File: config.mk
export PLATFORM = sky130hd
export DESIGN_NAME = chacha_bus_master_flat
export DESIGN_NICKNAME = d
export VERILOG_FILES = /design/src/rtl/chacha_regmap_pkg.sv /design/src/rtl/chacha_bus_master_if.sv /design/src/rtl/chacha_bus_port.sv /design/src/rtl/chacha_bus_master.sv /design/src/flat_wrapper.sv
export SDC_FILE = /design/constraint.sdc
export NUM_CORES = 2
export LEC_CHECK = 0
export CORE_AREA = 2 2 565 567
export DETAILED_ROUTE_END_ITERATION = 10
export DIE_AREA = 0 0 567 569
export GPL_ROUTABILITY_DRIVEN = 0
export GPL_TIMING_DRIVEN = 0
export HOLD_SLACK_MARGIN = 0.02
export RECOVER_POWER = 50
export SLEW_MARGIN = 25
export SYNTH_ARGS = -nofsm -noshare
export SYNTH_HDL_FRONTEND = slang
export SYNTH_HIERARCHICAL = 1
export SYNTH_SLANG_ARGS = --single-unit
File: constraint.sdc
create_clock -name clk -period 4.75 [get_ports clk]
set_input_delay 0.95 -clock clk [delete_from_list [all_inputs] [get_ports clk]]
set_output_delay 0.95 -clock clk [all_outputs]
set_load 0.02 [all_outputs]
File: src/rtl/chacha_regmap_pkg.sv
// Register map of the chacha slave and the state encoding of its bus master.
package chacha_regmap_pkg;

  localparam logic [7:0] ADDR_CONTROL     = 8'h0a;
  localparam logic [7:0] ADDR_STATUS      = 8'h0b;
  localparam logic [7:0] ADDR_KEYLEN      = 8'h0c;
  localparam logic [7:0] ADDR_ROUNDS      = 8'h0d;
  localparam logic [7:0] ADDR_KEY_BASE    = 8'h30;
  localparam logic [7:0] ADDR_NONCE_BASE  = 8'h38;
  localparam logic [7:0] ADDR_INPUT_BASE  = 8'h50;
  localparam logic [7:0] ADDR_OUTPUT_BASE = 8'h70;

  localparam int STATUS_READY_BIT = 0;
  localparam int CTRL_INIT_BIT    = 0;
  localparam logic [31:0] CTRL_INIT_WORD = 32'h1 << CTRL_INIT_BIT;

  typedef enum logic [3:0] {
    ST_IDLE,
    ST_WR_KEY,
    ST_WR_NONCE,
    ST_WR_ROUNDS,
    ST_WR_KEYLEN,
    ST_WR_DATA,
    ST_CTRL_SET,
    ST_HOLD,
    ST_CTRL_CLR,
    ST_GAP,
    ST_POLL,
    ST_RD_OUT,
    ST_DONE
  } cbm_state_e;

endpackage

File: src/rtl/chacha_bus_master_if.sv
// Register-bus signals between the master and the chacha slave.
interface chacha_bus_master_if;
  logic        cs;
  logic        we;
  logic [7:0]  addr;
  logic [31:0] write_data;
  logic [31:0] read_data;

  modport master (output cs, output we, output addr, output write_data, input read_data);
  modport slave  (input cs, input we, input addr, input write_data, output read_data);
endinterface

File: src/rtl/chacha_bus_port.sv
// One-shot bus executor: writes complete in the issue cycle, reads complete
// READ_LAT edges after the slave sees the issue cycle.
module chacha_bus_port #(
  parameter int READ_LAT = 1
) (
  input  logic        clk,
  input  logic        reset_n,
  input  logic        req,
  input  logic        we,
  input  logic [7:0]  addr,
  input  logic [31:0] wdata,
  output logic        done,
  output logic [31:0] rdata,
  chacha_bus_master_if.master bus
);

  localparam int LW = $clog2(READ_LAT + 1);

  logic [LW-1:0] lat_cnt;
  logic          issue;

  // req may stay high while a read is in flight; it only issues once idle
  assign issue          = req && (lat_cnt == '0);
  assign bus.cs         = issue;
  assign bus.we         = issue && we;
  assign bus.addr       = issue ? addr : 8'h00;
  assign bus.write_data = (issue && we) ? wdata : 32'h0;

  assign done  = (issue && we) || (lat_cnt == LW'(1));
  assign rdata = bus.read_data;

  always_ff @(posedge clk or negedge reset_n) begin
    if (!reset_n) begin
      lat_cnt <= '0;
    end else if (issue && !we) begin
      lat_cnt <= LW'(READ_LAT);
    end else if (lat_cnt != '0) begin
      lat_cnt <= lat_cnt - LW'(1);
    end
  end

endmodule

File: src/rtl/chacha_bus_master.sv
// Programs one job into the chacha slave, waits for ready, reads the block back.
//   state     | meaning
//   IDLE      | waiting for a job
//   WR_KEY    | key words to 0x30..0x37
//   WR_NONCE  | nonce words to 0x38..0x3a
//   WR_ROUNDS | rounds to 0x0d
//   WR_KEYLEN | keylen to 0x0c
//   WR_DATA   | input block to 0x50..0x5f
//   CTRL_SET  | init bit set
//   HOLD      | INIT_HOLD idle cycles
//   CTRL_CLR  | init bit cleared
//   GAP       | POLL_GAP idle cycles
//   POLL      | status reads until ready or TIMEOUT
//   RD_OUT    | output block from 0x70..0x7f
//   DONE      | result presented until accepted
module chacha_bus_master
  import chacha_regmap_pkg::*;
#(
  parameter int READ_LAT  = 1,
  parameter int INIT_HOLD = 2,
  parameter int POLL_GAP  = 2,
  parameter int TIMEOUT   = 4096
) (
  input  logic         clk,
  input  logic         reset_n,
  input  logic         job_valid,
  output logic         job_ready,
  input  logic [255:0] job_key,
  input  logic [95:0]  job_nonce,
  input  logic [4:0]   job_rounds,
  input  logic         job_keylen,
  input  logic [511:0] job_data,
  output logic         res_valid,
  input  logic         res_ready,
  output logic [511:0] res_data,
  output logic         res_error,
  chacha_bus_master_if.master bus
);

  localparam int PW = $clog2(TIMEOUT + 1);

  cbm_state_e     state, state_nx;
  logic [4:0]     word_cnt;
  logic [15:0]    dly_cnt;
  logic [PW-1:0]  poll_cnt;
  logic [255:0]   key_q;
  logic [95:0]    nonce_q;
  logic [4:0]     rounds_q;
  logic           keylen_q;
  logic [511:0]   data_q;

  logic           port_req, port_we, port_done;
  logic [7:0]     port_addr;
  logic [31:0]    port_wdata, port_rdata;

  chacha_bus_port #(.READ_LAT(READ_LAT)) u_port (
    .clk     (clk),
    .reset_n (reset_n),
    .req     (port_req),
    .we      (port_we),
    .addr    (port_addr),
    .wdata   (port_wdata),
    .done    (port_done),
    .rdata   (port_rdata),
    .bus     (bus)
  );

  assign job_ready = (state == ST_IDLE);
  assign res_valid = (state == ST_DONE);

  always_comb begin
    state_nx   = state;
    port_req   = 1'b0;
    port_we    = 1'b0;
    port_addr  = 8'h00;
    port_wdata = 32'h0;
    case (state)
      ST_IDLE: if (job_valid) state_nx = ST_WR_KEY;
      ST_WR_KEY: begin
        port_req   = 1'b1;
        port_we    = 1'b1;
        port_addr  = ADDR_KEY_BASE + {5'd0, word_cnt[2:0]};
        port_wdata = key_q[{~word_cnt[2:0], 5'd0} +: 32];
        if (port_done && word_cnt == 5'd7) state_nx = ST_WR_NONCE;
      end
      ST_WR_NONCE: begin
        port_req   = 1'b1;
        port_we    = 1'b1;
        port_addr  = ADDR_NONCE_BASE + {6'd0, word_cnt[1:0]};
        case (word_cnt[1:0])
          2'd0:    port_wdata = nonce_q[95:64];
          2'd1:    port_wdata = nonce_q[63:32];
          default: port_wdata = nonce_q[31:0];
        endcase
        if (port_done && word_cnt == 5'd2) state_nx = ST_WR_ROUNDS;
      end
      ST_WR_ROUNDS: begin
        port_req   = 1'b1;
        port_we    = 1'b1;
        port_addr  = ADDR_ROUNDS;
        port_wdata = {27'd0, rounds_q};
        if (port_done) state_nx = ST_WR_KEYLEN;
      end
      ST_WR_KEYLEN: begin
        port_req   = 1'b1;
        port_we    = 1'b1;
        port_addr  = ADDR_KEYLEN;
        port_wdata = {31'd0, keylen_q};
        if (port_done) state_nx = ST_WR_DATA;
      end
      ST_WR_DATA: begin
        port_req   = 1'b1;
        port_we    = 1'b1;
        port_addr  = ADDR_INPUT_BASE + {4'd0, word_cnt[3:0]};
        port_wdata = data_q[{~word_cnt[3:0], 5'd0} +: 32];
        if (port_done && word_cnt == 5'd15) state_nx = ST_CTRL_SET;
      end
      ST_CTRL_SET: begin
        port_req   = 1'b1;
        port_we    = 1'b1;
        port_addr  = ADDR_CONTROL;
        port_wdata = CTRL_INIT_WORD;
        if (port_done) state_nx = ST_HOLD;
      end
      ST_HOLD: if (dly_cnt == 16'(INIT_HOLD - 1)) state_nx = ST_CTRL_CLR;
      ST_CTRL_CLR: begin
        port_req  = 1'b1;
        port_we   = 1'b1;
        port_addr = ADDR_CONTROL;
        if (port_done) state_nx = ST_GAP;
      end
      ST_GAP: if (dly_cnt == 16'(POLL_GAP - 1)) state_nx = ST_POLL;
      ST_POLL: begin
        port_req  = 1'b1;
        port_addr = ADDR_STATUS;
        if (port_done) begin
          if (port_rdata[STATUS_READY_BIT])         state_nx = ST_RD_OUT;
          else if (poll_cnt == PW'(TIMEOUT - 1))    state_nx = ST_DONE;
        end
      end
      ST_RD_OUT: begin
        port_req  = 1'b1;
        port_addr = ADDR_OUTPUT_BASE + {4'd0, word_cnt[3:0]};
        if (port_done && word_cnt == 5'd15) state_nx = ST_DONE;
      end
      ST_DONE: if (res_ready) state_nx = ST_IDLE;
      default: state_nx = ST_IDLE;
    endcase
  end

  always_ff @(posedge clk or negedge reset_n) begin
    if (!reset_n) begin
      state     <= ST_IDLE;
      word_cnt  <= '0;
      dly_cnt   <= '0;
      poll_cnt  <= '0;
      key_q     <= '0;
      nonce_q   <= '0;
      rounds_q  <= '0;
      keylen_q  <= 1'b0;
      data_q    <= '0;
      res_data  <= '0;
      res_error <= 1'b0;
    end else begin
      state <= state_nx;
      if (state_nx != state) begin
        word_cnt <= '0;
        dly_cnt  <= '0;
      end else begin
        if (port_done) word_cnt <= word_cnt + 5'd1;
        if (state == ST_HOLD || state == ST_GAP) dly_cnt <= dly_cnt + 16'd1;
      end
      if (state == ST_IDLE && job_valid) begin
        key_q     <= job_key;
        nonce_q   <= job_nonce;
        rounds_q  <= job_rounds;
        keylen_q  <= job_keylen;
        data_q    <= job_data;
        poll_cnt  <= '0;
        res_data  <= '0;
        res_error <= 1'b0;
      end
      if (state == ST_POLL && port_done) begin
        poll_cnt <= poll_cnt + PW'(1);
        // timed-out result leaves res_data at the zero set on accept
        if (state_nx == ST_DONE) res_error <= 1'b1;
      end
      if (state == ST_RD_OUT && port_done) res_data[{~word_cnt[3:0], 5'd0} +: 32] <= port_rdata;
    end
  end

endmodule

File: src/flat_wrapper.sv
// flat-port wrapper written by rule: the top's interface ports become plain ports
module chacha_bus_master_flat import chacha_regmap_pkg::*;
#(
  parameter int READ_LAT  = 1,
  parameter int INIT_HOLD = 2,
  parameter int POLL_GAP  = 2,
  parameter int TIMEOUT   = 4096
)
  (clk, reset_n, job_valid, job_ready, job_key, job_nonce, job_rounds, job_keylen, job_data, res_valid, res_ready, res_data, res_error, bus_cs, bus_we, bus_addr, bus_write_data, bus_read_data);
  chacha_bus_master_if bus_i ();
  input  logic clk;
  input  logic reset_n;
  input  logic job_valid;
  output logic job_ready;
  input  logic [255:0] job_key;
  input  logic [95:0] job_nonce;
  input  logic [4:0] job_rounds;
  input  logic job_keylen;
  input  logic [511:0] job_data;
  output logic res_valid;
  input  logic res_ready;
  output logic [511:0] res_data;
  output logic res_error;
  output wire logic [$bits(bus_i.cs)-1:0] bus_cs;
  output wire logic [$bits(bus_i.we)-1:0] bus_we;
  output wire logic [$bits(bus_i.addr)-1:0] bus_addr;
  output wire logic [$bits(bus_i.write_data)-1:0] bus_write_data;
  input wire logic [$bits(bus_i.read_data)-1:0] bus_read_data;
  assign bus_cs = bus_i.cs;
  assign bus_we = bus_i.we;
  assign bus_addr = bus_i.addr;
  assign bus_write_data = bus_i.write_data;
  assign bus_i.read_data = bus_read_data;
  chacha_bus_master #(.READ_LAT(READ_LAT), .INIT_HOLD(INIT_HOLD), .POLL_GAP(POLL_GAP), .TIMEOUT(TIMEOUT)) u_core (.clk(clk), .reset_n(reset_n), .job_valid(job_valid), .job_ready(job_ready), .job_key(job_key), .job_nonce(job_nonce), .job_rounds(job_rounds), .job_keylen(job_keylen), .job_data(job_data), .res_valid(res_valid), .res_ready(res_ready), .res_data(res_data), .res_error(res_error), .bus(bus_i));
endmodule
==> flow_summary.json <==
{
  "dp_cells": 12300,
  "syn_avg_cell_area_um2": 9.38,
  "relSlewSlack": -0.363,
  "grt_setup_unrepaired": "true",
  "ys_async_sr_fraction": 1.00,
  "grt_pass1_wl_um": 520000,
  "violations_in_the_final_reports": "capacitance limit, slew limit",
  "postSynthNetCount": 7579,
  "multiInputGateArea_mm2": 0.0253,
  "worst_path_largest_cell_delay_ns": 0.50,
  "final-seq-area_mm2": 0.0356,
  "dr.first_iter.drc_count": 7225,
  "finalInstanceArea_mm2": 0.0922,
  "route.detailed.drc": 0,
  "crit_required_ns": 3.80,
  "setup_tns_ns": 0,
  "ir_worst_vdd_mv": 0.302,
  "maximum_number_of_pins_on_one_net_before_global_route_repair": 134,
  "fmaxAchievable_ghz": 0.211,
  "layout.cells.most_common": "nand2_1",
  "design.core.area_mm2": 0.317,
  "clk-insertion-delay-late_ns": 0.84,
  "power_mw": 52.5,
  "worst-slew-pin-transition_ns": 2.04,
  "cp.arrival_ns": 3.80,
  "floorplan.die.width_um": 567,
  "drt-pass1-iter-count": 6,
  "cts.htree.levels": 4,
  "skew_ns": 0.0579,
  "postLayoutCoreUtil": 0.291,
  "yosys_warnings": 6,
  "die_outline_area_mm2": 0.323,
  "cp_slowest_cell": "mux4_2",
  "post_drt_wl_per_cell_um": 31.1,
  "timing.critical_path.cells": "buf_8 > buf_16 > buf_16 > buf_16 > buf_12 > buf_12 > mux4_2 > mux2_2 > a21oi_4 > o21ai_1 > and4b_1 > buf_2",
  "finalNonFillerCells": 12800,
  "run_status": "complete, but fails checks",
  "cts.clk_slew.worst_paths_ns": 0.06,
  "power.static_leakage_nw": 43.4,
  "grt_pass1_vias": 57800,
  "top_post_synthesis_cells_by_area": "dfrtp_1 (57%), nand2_1 (18%), mux4_2 (8.1%), o21ai_0 (4.5%), nand3_1 (3.5%)",
  "timing.critical_path.fanout_max": 8,
  "initial_core_util": 0.197,
  "cell_type_contributing_the_most_total_cell_area_after_synthesis": "dfrtp_1",
  "grt_use_total": 0.238,
  "report.final.slew_viol_count": 68,
  "power.density_cell_area_mw_per_mm2": 569,
  "ys_seq_elements": 1422,
  "cts_buffer_depth": 4,
  "worst_r2r_endpoint": "u_core/res_data[369]$_DFF_PN0_",
  "synth_largest_type_area_fraction": 0.569,
  "layout_area_overhead_pct": 47.6,
  "r2r_cells": 18,
  "finalWirelength_um": 399000,
  "io-pin-count": 1463,
  "ys_types": 68,
  "drv.max_cap_violation_count": 1,
  "inserted_clock_buffers": 170,
  "rr_startpoint": "u_core/state[1]$_DFF_PN0_",
  "post_route_cells_drive_above_1_share": 0.137,
  "worstSetupEndpointType": "output pin",
  "min_path_type": "in -> async",
  "floorplan.rows": 207,
  "cts_hold_repair.buffers": 0,
  "mappedNetlistArea_mm2": 0.0625,
  "final-hold-violation-count": 0,
  "synth_enable_flop_cells": 0,
  "vias": 60000,
  "dpl-instance-area_mm2": 0.0830,
  "clock_tree_root": "clkbuf_16",
  "worst_path_most_repeated_cell": "buf_16",
  "die_y_um": 569,
  "number_of_filler_instances_in_the_final_layout": 33400,
  "layout.cells.most_common_list": "nand2_1 (3,022), dfrtp_1 (1,422), clkdlybuf4s50_1 (901)",
  "setup_viol": 0,
  "global_route.overflow_total": 0,
  "reg2reg_setup_slack_ns": 0.20,
  "ant_nets": 0,
  "ys_seq_area_frac": 0.569,
  "finalCriticalPeriod_ns": 4.75,
  "drt_via_density": 4.68,
  "netlist_instances": 6664,
  "cts_tree": "done",
  "critical_path.startpoint_type": "flip-flop",
  "cts.sinks": 1422,
  "ys.flop_type": "dfrtp_1",
  "nNetsFinal": 9329,
  "final.period_utilization": 0.999,
  "worst-setup-path-type": "reg -> out",
  "port_buffers": 1429,
  "grt_antenna_before_repair": 142,
  "place_hpwl_um": 320000
}
-- synth_stat cells, types with 3 or more instances --
cell type and number:
o21ai_0 556, nor2b_1 4, nand4_1 11, a22oi_1 32
o21ai_1 3, mux4_2 224, mux2_2 32, nand2b_1 10
nor4_1 4, inv_1 72, mux2i_1 4, clkbuf_1 327
xnor2_1 12, a221oi_1 5, nor2_1 22, dfrtp_1 1422
and3_1 7, buf_1 35, a21oi_1 74, nand2_1 3030
nand3_1 442, buf_2 140, buf_4 37, a22o_1 3
o22ai_1 4, nor3b_1 6, and3b_1 10, nor3_1 26
nand3b_1 4, xor2_1 14, a31oi_1 3, ha_1 9
and4b_1 32
-- sequential cells by signal (all words and copies together), names as in the netlist --
signal	flops
u_core/res_error	1
u_core/keylen_q	1
u_core/word_cnt	5
u_core/u_port/lat_cnt	1
u_core/data_q	512
u_core/res_data	512
u_core/state	4
u_core/nonce_q	96
u_core/rounds_q	5
u_core/dly_cnt	16
u_core/key_q	256
u_core/poll_cnt	13
-- per-stage QoR --
stage          hold slack, ns  worst slack [ns]
2_1_floorplan           0.440             0.849
3_3_place_gp            0.452            -65.42
3_5_place_dp            0.457             -3.12
4_1_cts                0.0363            -0.199
5_1_grt                0.0615            -0.122
6_report               0.0549           0.00336
-- power by group --
group / internal (mW) / switching (mW)
clock: 8.22 / 5.87
combinational: 7.21 / 12.0
sequential: 16.2 / 3.05
-- cell families (layout without fill, tap and decap cells) --
family	Yosys count	in the layout	share of synthesized area
other	1	94	0.0000600
adder cells (fa/ha/maj)	9	9	0.00180
AO/OA/AOI/OAI	700	700	0.0597
buffers and inverters	614	2497	0.0422
multiplexers	260	260	0.0871
flip-flops	1422	1422	0.569
AND/OR/NAND/NOR	3632	3632	0.236
XOR/XNOR	26	26	0.00364
-- worst max-delay path by stage --
stage                                         from                        endpoint  cells past startpoint
floorplan           u_core/word_cnt[1]$_DFFE_PN0P_               bus_write_data[4]                     14
global placement                           reset_n  u_core/data_q[187]$_DFFE_PN0P_                      1
detailed placement  u_core/word_cnt[1]$_DFFE_PN0P_               bus_write_data[5]                     15
CTS                 u_core/word_cnt[0]$_DFFE_PN0P_              bus_write_data[25]                      9
global route        u_core/word_cnt[0]$_DFFE_PN0P_              bus_write_data[30]                     11
finish              u_core/word_cnt[0]$_DFFE_PN0P_              bus_write_data[21]                     12
-- metal layers --
metal,share of wire,vias up,global-route usage
met1,0.39,29900,0.294
li1,-,25500,-
met3,0.10,807,0.0725
met2,0.45,3756,0.370
met5,0.00056,-,0.00119
met4,0.061,28,0.131
-- cell type report --
| class | instances | area share |
|---|---|---|
| inverters | 72 | 0.00297 |
| plain buffers | 537 | 0.0353 |
| multi-input cells | 4628 | 0.274 |
| repair buffers | 1583 | 0.178 |
| diodes | 93 | 0.00252 |
| clock inverters | 78 | 0.0126 |
| clock buffers | 227 | 0.0517 |
| flip-flops and latches | 1422 | 0.386 |
| well taps | 4180 | 0.0567 |
-- what timing repair did --
action | 4_1_cts | 5_1_grt
setup endpoints to repair | 573 | 136
setup buffers | 66 | 44
gates resized for setup | 620 | 84
gates cloned | 7 | 3
pin swaps | 55 | 38
-- worst max-delay path: cells and delay by family, from the launching register on --
family	cells	cell delay (ns)
AND/OR/NAND/NOR	1	0.23
flip-flops	1	0.39
buffers and inverters	7	1.07
multiplexers	2	0.82
AO/OA/AOI/OAI	2	0.42
(Power assumes the default switching activity.)
